**config.mk**
```make
export PLATFORM = sky130hd
export DESIGN_NAME = sang_dan
export DESIGN_NICKNAME = d
export VERILOG_FILES = /design/src/rtl/sang_dan_pkg.sv /design/src/rtl/sang_dan_tick.sv /design/src/rtl/sang_dan.sv
export SDC_FILE = /design/constraint.sdc
export NUM_CORES = 1
export LEC_CHECK = 0
export ABC_CLOCK_PERIOD_IN_PS = 2200
export CAP_MARGIN = 30
export CORE_AREA = 2 2 39 41
export DETAILED_ROUTE_END_ITERATION = 16
export DIE_AREA = 0 0 41 43
export GPL_ROUTABILITY_DRIVEN = 0
export PLACE_DENSITY = 0.74
export SYNTH_ARGS = -nofsm -noshare
export SYNTH_HDL_FRONTEND = slang
export SYNTH_SLANG_ARGS = --single-unit
```
**constraint.sdc**
```tcl
create_clock -name clk -period 2.2 [get_ports clk]
set_input_delay 0.22 -clock clk [delete_from_list [all_inputs] [get_ports clk]]
set_output_delay 0.22 -clock clk [all_outputs]
set_load 0.005 [all_outputs]
```
**src/rtl/sang_dan_pkg.sv**
```systemverilog
// Shared constants, phase encoding and thermometer helper for the LED fill/drain sequencer.
package sang_dan_pkg;
  localparam int LED_W     = 8;
  localparam int MAX_LEVEL = 8;

  typedef enum logic {PH_FILL, PH_DRAIN} phase_t;

  function automatic logic [LED_W-1:0] therm(input logic [3:0] level);
    logic [LED_W-1:0] t;
    for (int i = 0; i < LED_W; i++) t[i] = (int'(level) > i);
    return t;
  endfunction
endpackage

```
**src/rtl/sang_dan_tick.sv**
```systemverilog
// Step-rate prescaler: emits step on the last count of every STEP_CYCLES-cycle window.
module sang_dan_tick #(
  parameter int STEP_CYCLES = 1
) (
  input  logic clk,
  input  logic rs,
  output logic step
);
  localparam int CW = (STEP_CYCLES > 1) ? $clog2(STEP_CYCLES) : 1;
  localparam logic [CW-1:0] LAST = CW'(STEP_CYCLES - 1);

  logic [CW-1:0] pcnt;

  // Combinational decode so the level register updates on the same edge the counter wraps.
  assign step = (pcnt == LAST);

  always_ff @(posedge clk or negedge rs) begin
    if (!rs)       pcnt <= '0;
    else if (step) pcnt <= '0;
    else           pcnt <= pcnt + CW'(1);
  end
endmodule

```
**src/rtl/sang_dan.sv**
```systemverilog
// LED bank sequencer: fills bit 0 upward, drains from the top, repeats forever.
module sang_dan
  import sang_dan_pkg::*;
#(
  parameter int STEP_CYCLES = 1,
  parameter int N_LED       = 8
) (
  input  logic       clk,
  input  logic       rs,
  output logic [7:0] led
);
  // The port is fixed at LED_W bits, so the level never exceeds MAX_LEVEL.
  localparam logic [3:0] TOPLVL = 4'((N_LED < MAX_LEVEL) ? N_LED : MAX_LEVEL);

  logic       step;
  logic [3:0] level, nxt_level;
  phase_t     phase, nxt_phase;

  sang_dan_tick #(.STEP_CYCLES(STEP_CYCLES)) u_tick (
    .clk  (clk),
    .rs   (rs),
    .step (step)
  );

  // Turnaround jumps straight to the neighbour so each extreme is shown for one step only.
  always_comb begin
    nxt_level = level;
    nxt_phase = phase;
    case (phase)
      PH_FILL: begin
        if (level == TOPLVL) begin
          nxt_phase = PH_DRAIN;
          nxt_level = TOPLVL - 4'd1;
        end else begin
          nxt_level = level + 4'd1;
        end
      end
      default: begin
        if (level == 4'd0) begin
          nxt_phase = PH_FILL;
          nxt_level = 4'd1;
        end else begin
          nxt_level = level - 4'd1;
        end
      end
    endcase
  end

  always_ff @(posedge clk or negedge rs) begin
    if (!rs) begin
      level <= 4'd0;
      phase <= PH_FILL;
      led   <= '0;
    end else if (step) begin
      level <= nxt_level;
      phase <= nxt_phase;
      led   <= therm(nxt_level);
    end
  end
endmodule

```
Word level (Yosys, flattened, before mapping) --
Index checks and enable logic that the tools add are counted.
Operators by class: add/subtract/negate cells 3, order comparisons 8, equal/unequal tests 1, mux-type cells 7, reductions and logical operators 1
Operators with widths (number):
- $gt 4x3->1 const B | 4
- $mux 4 | 3
- $gt 4x1->1 const B | 2
- $gt 4x2->1 const B | 2
- $add 4x1->4 const B | 1
- $eq 4x4->1 const B | 1
- $logic_not 4->1 | 1
- $mux 1 | 4
- $sub 4x1->4 const B | 1
- $add 1x1->1 const B | 1
Word-level totals: register bits after elaboration 14, input bits 2, output and inout bits 8, word-level logic and storage cells 24

Depth between registers and ports, before layout --
Gate-level depths: netlist (run 1).
depth in word-level cells 4, mapped depth 6, mapped depth without buffers 6

By module --
A second synthesis (run 1) with hierarchy kept.
Unflattened totals: cell total of the unflattened synthesis 79, area, all modules 724.4 sq um
By module, submodules not included:
- sang_dan | times used 1, cells an instance 77, area each 713.2 sq um, sequential area each 300.3 sq um
- sang_dan_tick | times used 1, cells an instance 2, area each 11.3 sq um, sequential area each 0.0 sq um

Least setup slack after synthesis (run 1) --
OpenSTA, ideal clock, no wires.
path type reg-to-reg, from register level[0], to register led[6], setup time 0.142 ns, arrival 1.555 ns, required time 2.058 ns, slack 0.503 ns, stages on the path, launching flop included 7, buffers on the path 0, clock period less this slack 1.697 ns, cell sequence dfrtp_1 inv_1 ha_1 or3b_2 a31oi_1 o21bai_2 o31ai_1
On the way: longest elaborated chain between the ends 4, elaborated cells on any way between the ends 8, those cells by class 2 x add/sub; 1 x order compare; 1 x eq/ne; 3 x mux; 1 x reduce/logical
Ends and longest elaborated chain:
- start, declared | RTL line sang_dan.sv:16 | logic [3:0] level, nxt_level;
- start signal, assigned | RTL line sang_dan.sv:55 | level <= nxt_level;
- $add 4x1->4, or another cell as far along | RTL line sang_dan.sv:35 | nxt_level = level + 4'd1;
- $mux 4 (on tied branches) | RTL line sang_dan.sv:31, sang_dan.sv:39
- $mux 4 * | RTL line sang_dan.sv:29 | case (phase)
- $gt 4x3->1 * | RTL line sang_dan_pkg.sv:10 | for (int i = 0; i < LED_W; i++) t[i] = (int'(level) > i);
- end signal, assigned | RTL line sang_dan.sv:57 | led <= therm(nxt_level);
- end, declared | RTL line sang_dan.sv:10 | output logic [7:0] led
Every way passes the cells marked *; elsewhere a longest branch is shown, timed or not. A chain may end at the register's enable or synchronous reset.

Worst setup path after layout (run 1) --
Same ends and word-level chain as after synthesis.

==> impl_metrics.env, run 1 <==
export IMPL_clkPwrFrac=0.373
export IMPL_final_net_count=68
export IMPL_cts_sinks=13
export IMPL_ant_nets=0
export IMPL_crit_path_cell_trace="inv_1 > ha_1 > or3b_2 > a31oi_1 > o21bai_2 > o31ai_1"
export IMPL_drive_gt1_frac=0.143
export IMPL_synth_cells=51
export IMPL_critPathTopFamily="compound AO/OA/AOI/OAI gates"
export IMPL_clock_path_buffers=2
export IMPL_cts_htree_levels=1
export IMPL_max_vdd_ir_drop_mv=0.273
export IMPL_layout_commonest_cell="dfrtp_1"
export IMPL_max_slew_margin=0.634
export IMPL_boundaryPins=10
export IMPL_yosysTopAreaCell="dfrtp_1"
export IMPL_worst_slew_pin_slew_ps=548
export IMPL_rsz0062_at_grt="no"
export IMPL_p_leak_nw=0.349
export IMPL_core_area_um2=1380
export IMPL_grt_pass1_wl_um=1640
export IMPL_vias=414
export IMPL_hold_viol=0
export IMPL_post_dp_cell_area_um2=687
export IMPL_avgSynthCellArea_um2=11.5
export IMPL_initial_core_util=0.425
export IMPL_netlist_area_um2=588
export IMPL_cp_num_buf_inv=1
export IMPL_dp_hpwl_um=675
export IMPL_fin_crit_ps=1860
export IMPL_detail_route_drc_violations=0
export IMPL_grt_max_degree=14
export IMPL_area_growth_syn_to_layout_pct=21.3
export IMPL_fin_util=0.515
export IMPL_hp_class="primary input to asynchronous set/reset pin"
export IMPL_total_power_uw=390
export IMPL_antenna_found_initial=0
export IMPL_path_class="flop to flop"
export IMPL_power_switching_uw=79.5
export IMPL_yosysSeqAreaShare=0.553
export IMPL_finalInstanceArea_um2=713
export IMPL_numCtsBuffers=3
export IMPL_cp_slowest_stage_delay_ps=460
export IMPL_gr_total_overflow=0
export IMPL_cts_tree="yes"
export IMPL_switching_share=0.204
export IMPL_cts_resized_gates=0
export IMPL_worstSetupEndpointType="flop"
export IMPL_first_global_vias=417
export IMPL_drv_slew=0
export IMPL_insertion_delay_ps=270
export IMPL_skew_ps=2.43
export IMPL_ys_seq_elements=13
export IMPL_root_buffer="clkbuf_4"
export IMPL_fmax_mhz=537
export IMPL_path_clk_slew_ps=80
export IMPL_ctsHoldBuffers=0
export IMPL_die_height_um=43
export IMPL_port_buffer_count=9
export IMPL_rows=14
export IMPL_power_per_cell_area_nw_per_um2=547
export IMPL_routed_wl_um=927
export IMPL_intPower_uw=310
export IMPL_first_iter_violations=1
export IMPL_post_cts_buffers=0
export IMPL_die_w_um=41
export IMPL_fillers=121
export IMPL_setup_viol=0
export IMPL_syn_nets=55
export IMPL_track_usage=0.149
export IMPL_period_share=0.846
export IMPL_ys_warn_count=0
export IMPL_status="completed"
export IMPL_wl_per_cell_um=11.7
export IMPL_drv_cap=0
export IMPL_cp_slowest_cell="or3b_2"
export IMPL_yosys_area_top_type_share=0.553
export IMPL_synth_cell_type_count=25
export IMPL_crit_fanout=9
export IMPL_cp_required_ps=2340
export IMPL_antenna_cells=0
export IMPL_vias_per_cell=5.24
export IMPL_first_pass_iters=4
export IMPL_r2r_slack_ps=340
export IMPL_synth_area_leaders="dfrtp_1 55%, inv_1 5.7%, ha_1 4.3%, nand2b_1 2.1%, o211ai_2 2.1%"
export IMPL_crit_path_start_kind="flop"
export IMPL_arrival_ps=2000
export IMPL_die_area_um2=1760
export IMPL_tns_ps=0
export IMPL_p_seq_frac=0.612
export IMPL_combPwrFrac=0.015
export IMPL_final_cell_mix="13 x dfrtp_1, 9 x inv_1, 9 x clkdlybuf4s50_1"
==> metal layers <==
layer	up-vias	routed length, um	global-route usage
met5	-	0	0
met2	6	513	0.213
met1	206	373	0.165
li1	200	-	-
met4	0	19	0.140
met3	2	21	0.0471
==> layout make-up <==
cell class	count	area [um^2]	share of cell area
clock buffer	4	26.3	0.0368
tap	16	20.0	0.0281
inverter	9	33.8	0.0474
timing repair buffer	9	90.1	0.126
sequential	13	325	0.456
multi-input combinational	28	218	0.305
==> power by group through the flow <==
stage	Sequential (mW)	Combinational (mW)	Clock [mW]
final	0.239	0.00575	0.146
after detailed placement	0.243	0.00614	0
after global routing	0.239	0.00698	0.162
after floorplan	0.244	0.000000135	0
after global placement	0.243	0.00591	0
after CTS	0.239	0.00618	0.152
==> final timing paths <==
kind | from | to | cells after the start
worst max-delay path | level[0]$_DFF_PN0_ | led[6]$_DFF_PN0_ | 6
worst min-delay path | rs | led[0]$_DFF_PN0_ | 1
worst max register to register | level[0]$_DFF_PN0_ | led[6]$_DFF_PN0_ | 6
worst min register to register | level[3]$_DFF_PN0_ | phase$_DFF_PN0_ | 2
max in group asynchronous | rs | led[2]$_DFF_PN0_ | 1
min in group clk | level[3]$_DFF_PN0_ | phase$_DFF_PN0_ | 2
==> Yosys cell counts <==
cell type  instances
a221o_1            1
a221o_2            1
a31oi_1            1
and3b_1            1
buf_6              1
dfrtp_1           13
ha_1               2
inv_1              9
mux2_2             1
nand2_1            3
nand2b_1           2
nand3_1            2
nand4b_1           1
nor2_1             1
o211ai_1           1
o211ai_2           1
o21ai_0            2
o21ai_1            1
o21ai_2            1
o21bai_2           1
o31ai_1            1
o41ai_1            1
or3b_2             1
or4b_1             1
xnor2_1            1
==> sequential cells by signal, summed over array words and instances, names as in the netlist <==
name / flops
led: 8
phase: 1
level: 4
==> cell families after synthesis <==
group	after synthesis	share of synthesized area
XOR/XNOR	1	0.0149
AND/OR/NAND/NOR	12	0.126
multiplexers	1	0.0191
AO/OA/AOI/OAI	12	0.168
buffers and inverters	10	0.0766
adder cells (fa/ha/maj)	2	0.0425
flip-flops	13	0.553
==> per-stage QoR <==
stage | hold WS (ps) | setup slack, ps | instances
2_1_floorplan | -75.6 | 503 | 51
3_3_place_gp | 600 | 357 | 75
3_5_place_dp | 613 | 354 | 75
4_1_cts | 313 | 341 | 79
5_1_grt | 347 | 157 | 79
6_report | 298 | 339 | 79
(Power assumes the default switching activity.)
==> run 2: changes to the inputs <==
ABC_CLOCK_PERIOD_IN_PS = 1900   (was 2200)
clock period = 1.9 ns   (was 2.2 ns; I/O delays follow)
==> run 2 against run 1 <==
Against the previous run: clock skew hardly changed; critical path type unchanged; worst setup slack worse by 230 ps; critical endpoint is now led[1]$_DFF_PN0_; wire length is 2.6% higher; combinational power is 16% higher; utilization is 0.54 points higher; first-iteration DRC count grew to 8.0 times the previous value; sequential share of layout area is 0.48 points lower; largest power group unchanged; sequential power is 15% higher; global-route usage is 1.2 points lower.
==> impl_metrics.env, run 2 (synthesis results as in run 1) <==
export IMPL_insertion_delay_ps=280
export IMPL_routed_wl_um=951
export IMPL_initial_core_util=0.425
export IMPL_detail_route_drc_violations=0
export IMPL_hp_class="primary input to asynchronous set/reset pin"
export IMPL_drv_cap=0
export IMPL_die_height_um=43
export IMPL_root_buffer="clkbuf_4"
export IMPL_core_area_um2=1380
export IMPL_layout_commonest_cell="dfrtp_1"
export IMPL_rows=14
export IMPL_post_cts_buffers=0
export IMPL_fin_crit_ps=1790
export IMPL_grt_pass1_wl_um=1520
export IMPL_track_usage=0.137
export IMPL_drive_gt1_frac=0.156
export IMPL_largest_reg_flops=8
export IMPL_dp_hpwl_um=715
export IMPL_numCtsBuffers=3
export IMPL_vias_per_cell=5.18
export IMPL_gr_total_overflow=0
export IMPL_cp_required_ps=2040
export IMPL_ant_nets=0
export IMPL_path_clk_slew_ps=70
export IMPL_fmax_mhz=559
export IMPL_grt_max_degree=14
export IMPL_antenna_found_initial=0
export IMPL_cts_htree_levels=1
export IMPL_total_power_uw=453
export IMPL_whs_ps=263
export IMPL_first_global_vias=385
export IMPL_finalInstanceArea_um2=721
export IMPL_antenna_cells=0
export IMPL_arrival_ps=1930
export IMPL_post_dp_cell_area_um2=694
export IMPL_period_share=0.941
export IMPL_crit_path_start_kind="flop"
export IMPL_max_vdd_ir_drop_mv=0.372
export IMPL_path_class="flop to flop"
export IMPL_clock_path_buffers=2
export IMPL_ctsHoldBuffers=0
export IMPL_die_area_um2=1760
export IMPL_boundaryPins=10
export IMPL_area_growth_syn_to_layout_pct=22.6
export IMPL_status="completed"
export IMPL_cts_resized_gates=0
export IMPL_vias=414
export IMPL_rsz0062_at_grt="no"
export IMPL_crit_fanout=9
export IMPL_tns_ps=0
export IMPL_port_buffer_count=9
export IMPL_max_slew_margin=0.633
export IMPL_die_w_um=41
export IMPL_worstSetupEndpointType="flop"
export IMPL_final_cell_mix="13 x dfrtp_1, 9 x inv_1, 9 x clkdlybuf4s50_1"
export IMPL_cts_tree="yes"
export IMPL_p_leak_nw=0.355
export IMPL_power_per_cell_area_nw_per_um2=628
export IMPL_top_regs="led x8, level x4, phase x1"
export IMPL_skew_ps=2.74
export IMPL_hold_viol=0
export IMPL_first_iter_violations=8
export IMPL_r2r_cells=6
export IMPL_top_register="led"
export IMPL_first_pass_iters=3
export IMPL_wl_per_cell_um=11.9
export IMPL_final_net_count=69
export IMPL_drv_slew=0
export IMPL_setup_viol=0
export IMPL_worst_slew_pin_slew_ps=549
export IMPL_fin_util=0.521
export IMPL_cts_sinks=13
==> run 2: cell types whose count changed in the layout (fill, tap and decap cells not counted) <==
| cell | before | now |
|---|---|---|
| buf_4 | 0 | 1 |
==> run 2: area by class of cell <==
type	count	area, um^2
well taps	16	20.0
multi-input cells	28	218
flip-flops and latches	13	325
repair buffers	10	97.6
fillers	123	663
clock buffers	4	26.3
inverters	9	33.8
==> run 2: critical path: stages, from the launching register on <==
cell and delay (ps):
dfrtp_1 430, inv_1 70, ha_1 150, or3b_2 430, a31oi_1 190, o21bai_2 240, nand3_1 130
==> run 2: through the flow <==
step	setup WS, ps	cells
finish	111	80
CTS	115	80
global route	16.2	80
global placement	145	76
floorplan	203	51
detailed placement	130	76
==> run 2: per-layer routing <==
metal,vias to the layer above,global-route usage,share of wire
met1,196,0.158,0.39
met3,5,0.0471,0.048
li1,203,-,-
met4,0,0.120,0.048
met5,-,0,0
met2,10,0.191,0.51
==> run 2: worst paths after layout <==
check                                   start                 end  slack [ps]
max reg2reg                level[0]$_DFF_PN0_    led[1]$_DFF_PN0_         110
max in group asynchronous                  rs    led[5]$_DFF_PN0_        1280
min                                        rs     phase$_DFF_PN0_         260
min in group clk           level[0]$_DFF_PN0_  level[0]$_DFF_PN0_         650
min reg2reg                level[0]$_DFF_PN0_  level[0]$_DFF_PN0_         650
max                        level[0]$_DFF_PN0_    led[1]$_DFF_PN0_         110
==> run 2: where the power goes <==
group / switching (mW) / internal [mW]
Clock: 0.0880 / 0.0816
Combinational: 0.00487 / 0.00180
Sequential: 0 / 0.276
==> run 3: changes to the inputs <==
SETUP_SLACK_MARGIN = 0.02   (was unset)
SLEW_MARGIN = 20   (was unset)
==> run 3 against run 2 <==
Against the previous run: hold slack worse by 1.2 ps; sequential cell count unchanged; sequential power barely moved; critical path depth stayed put; cell count stayed put; die area stayed put.
==> impl_metrics.env, run 3 (synthesis results as in run 1) <==
export IMPL_status="completed"
export IMPL_setup_viol=0
export IMPL_rows=14
export IMPL_power_per_cell_area_nw_per_um2=611
export IMPL_cts_sinks=13
export IMPL_track_usage=0.137
export IMPL_skew_ps=3.21
export IMPL_post_dp_cell_area_um2=694
export IMPL_r2r_slack_ps=140
export IMPL_cp_required_ps=2050
export IMPL_boundaryPins=10
export IMPL_gr_total_overflow=0
export IMPL_first_iter_violations=10
export IMPL_drv_slew=0
export IMPL_pre_cts_slack_ps=130
export IMPL_intPower_uw=360
export IMPL_antenna_cells=0
export IMPL_fillers=122
export IMPL_die_height_um=43
export IMPL_clkPwrFrac=0.372
export IMPL_combPwrFrac=0.015
export IMPL_grt_pass1_wl_um=1520
export IMPL_worstSetupEndpointType="flop"
export IMPL_final_net_count=69
export IMPL_clock_path_buffers=2
export IMPL_rsz0062_at_grt="no"
export IMPL_fin_crit_ps=1760
export IMPL_path_class="flop to flop"
export IMPL_top_register="led"
export IMPL_vias=427
export IMPL_crit_path_start_kind="flop"
export IMPL_tns_ps=0
export IMPL_r2r_end="led[1]$_DFF_PN0_"
export IMPL_dp_hpwl_um=715
export IMPL_hold_viol=0
export IMPL_power_switching_uw=91.0
export IMPL_finalWorstSetupSlack_ps=142
export IMPL_drive_gt1_frac=0.188
export IMPL_crit_fanout=9
export IMPL_total_power_uw=451
export IMPL_die_w_um=41
export IMPL_cts_resized_gates=0
export IMPL_post_cts_buffers=0
export IMPL_root_buffer="clkbuf_4"
export IMPL_fmax_mhz=569
export IMPL_first_global_vias=385
export IMPL_max_vdd_ir_drop_mv=0.370
export IMPL_r2r_cells=6
export IMPL_grt_max_degree=14
export IMPL_drv_cap=0
export IMPL_cts_tree="yes"
export IMPL_routed_wl_um=997
export IMPL_fin_util=0.533
export IMPL_ant_nets=0
export IMPL_first_pass_iters=3
export IMPL_die_area_um2=1760
export IMPL_ctsHoldBuffers=0
export IMPL_endpoint="led[1]$_DFF_PN0_"
export IMPL_core_area_um2=1380
export IMPL_max_slew_margin=0.637
export IMPL_period_share=0.926
export IMPL_arrival_ps=1910
export IMPL_hp_class="primary input to asynchronous set/reset pin"
export IMPL_antenna_found_initial=0
export IMPL_numCtsBuffers=3
export IMPL_cts_htree_levels=1
export IMPL_finalNonFillerCells=80
export IMPL_vias_per_cell=5.34
export IMPL_port_buffer_count=9
export IMPL_area_growth_syn_to_layout_pct=25.5
export IMPL_dp_cells=76
export IMPL_wl_per_cell_um=12.5
export IMPL_worst_slew_pin_slew_ps=543
export IMPL_reg2reg_from="level[0]$_DFF_PN0_"
export IMPL_path_clk_slew_ps=70
export IMPL_p_seq_frac=0.613
export IMPL_finalInstanceArea_um2=738
export IMPL_crit_start="level[0]$_DFF_PN0_"
export IMPL_switching_share=0.202
export IMPL_initial_core_util=0.425
export IMPL_layout_commonest_cell="dfrtp_1"
export IMPL_top_regs="led x8, level x4, phase x1"
export IMPL_p_leak_nw=0.363
export IMPL_detail_route_drc_violations=0
export IMPL_final_cell_mix="13 x dfrtp_1, 9 x inv_1, 9 x clkdlybuf4s50_1"
export IMPL_insertion_delay_ps=280
export IMPL_whs_ps=262
export IMPL_largest_reg_flops=8
-- run 3: final cells by class --
| cell class | count | area (um^2) | area share |
|---|---|---|---|
| Sequential cell | 13 | 325 | 0.441 |
| Timing Repair Buffer | 10 | 97.6 | 0.132 |
| Multi-Input combinational cell | 28 | 235 | 0.319 |
| Clock buffer | 4 | 26.3 | 0.0356 |
| Inverter | 9 | 33.8 | 0.0458 |
| Tap cell | 16 | 20.0 | 0.0271 |
-- run 3: worst min path at each step --
| stage | cells past startpoint | startpoint | slack (ps) | endpoint |
|---|---|---|---|---|
| floorplan | 0 | rs | -110 | led[0]$_DFF_PN0_ |
| global placement | 1 | rs | 570 | led[7]$_DFF_PN0_ |
| detailed placement | 1 | rs | 580 | led[3]$_DFF_PN0_ |
| CTS | 1 | rs | 270 | phase$_DFF_PN0_ |
| global route | 1 | rs | 310 | phase$_DFF_PN0_ |
| finish | 1 | rs | 260 | phase$_DFF_PN0_ |
-- run 3: metal layers --
layer | GRT usage | routed length [um] | vias to the layer above | part of all wire
met4 | 0.120 | 62 | 0 | 0.062
met5 | 0 | 0 | - | 0
met1 | 0.158 | 388 | 206 | 0.39
li1 | - | - | 203 | -
met3 | 0.0471 | 37 | 7 | 0.037
met2 | 0.191 | 508 | 11 | 0.51
-- run 3: power groups by stage --
stage | registers (mW) | logic (mW) | clock network [mW]
2_1_floorplan | 0.282 | 0.000000135 | 0
3_3_place_gp | 0.282 | 0.00685 | 0
6_report | 0.276 | 0.00661 | 0.168
3_5_place_dp | 0.282 | 0.00710 | 0
5_1_grt | 0.276 | 0.00799 | 0.186
4_1_cts | 0.276 | 0.00708 | 0.176
-- run 3: worst max-delay path, cell delays in order (launching register included) --
cell and delay (ps):
dfrtp_1 440, inv_1 80, ha_1 150, or3b_2 440, a31oi_1 200, o21bai_4 200, nand3_1 110
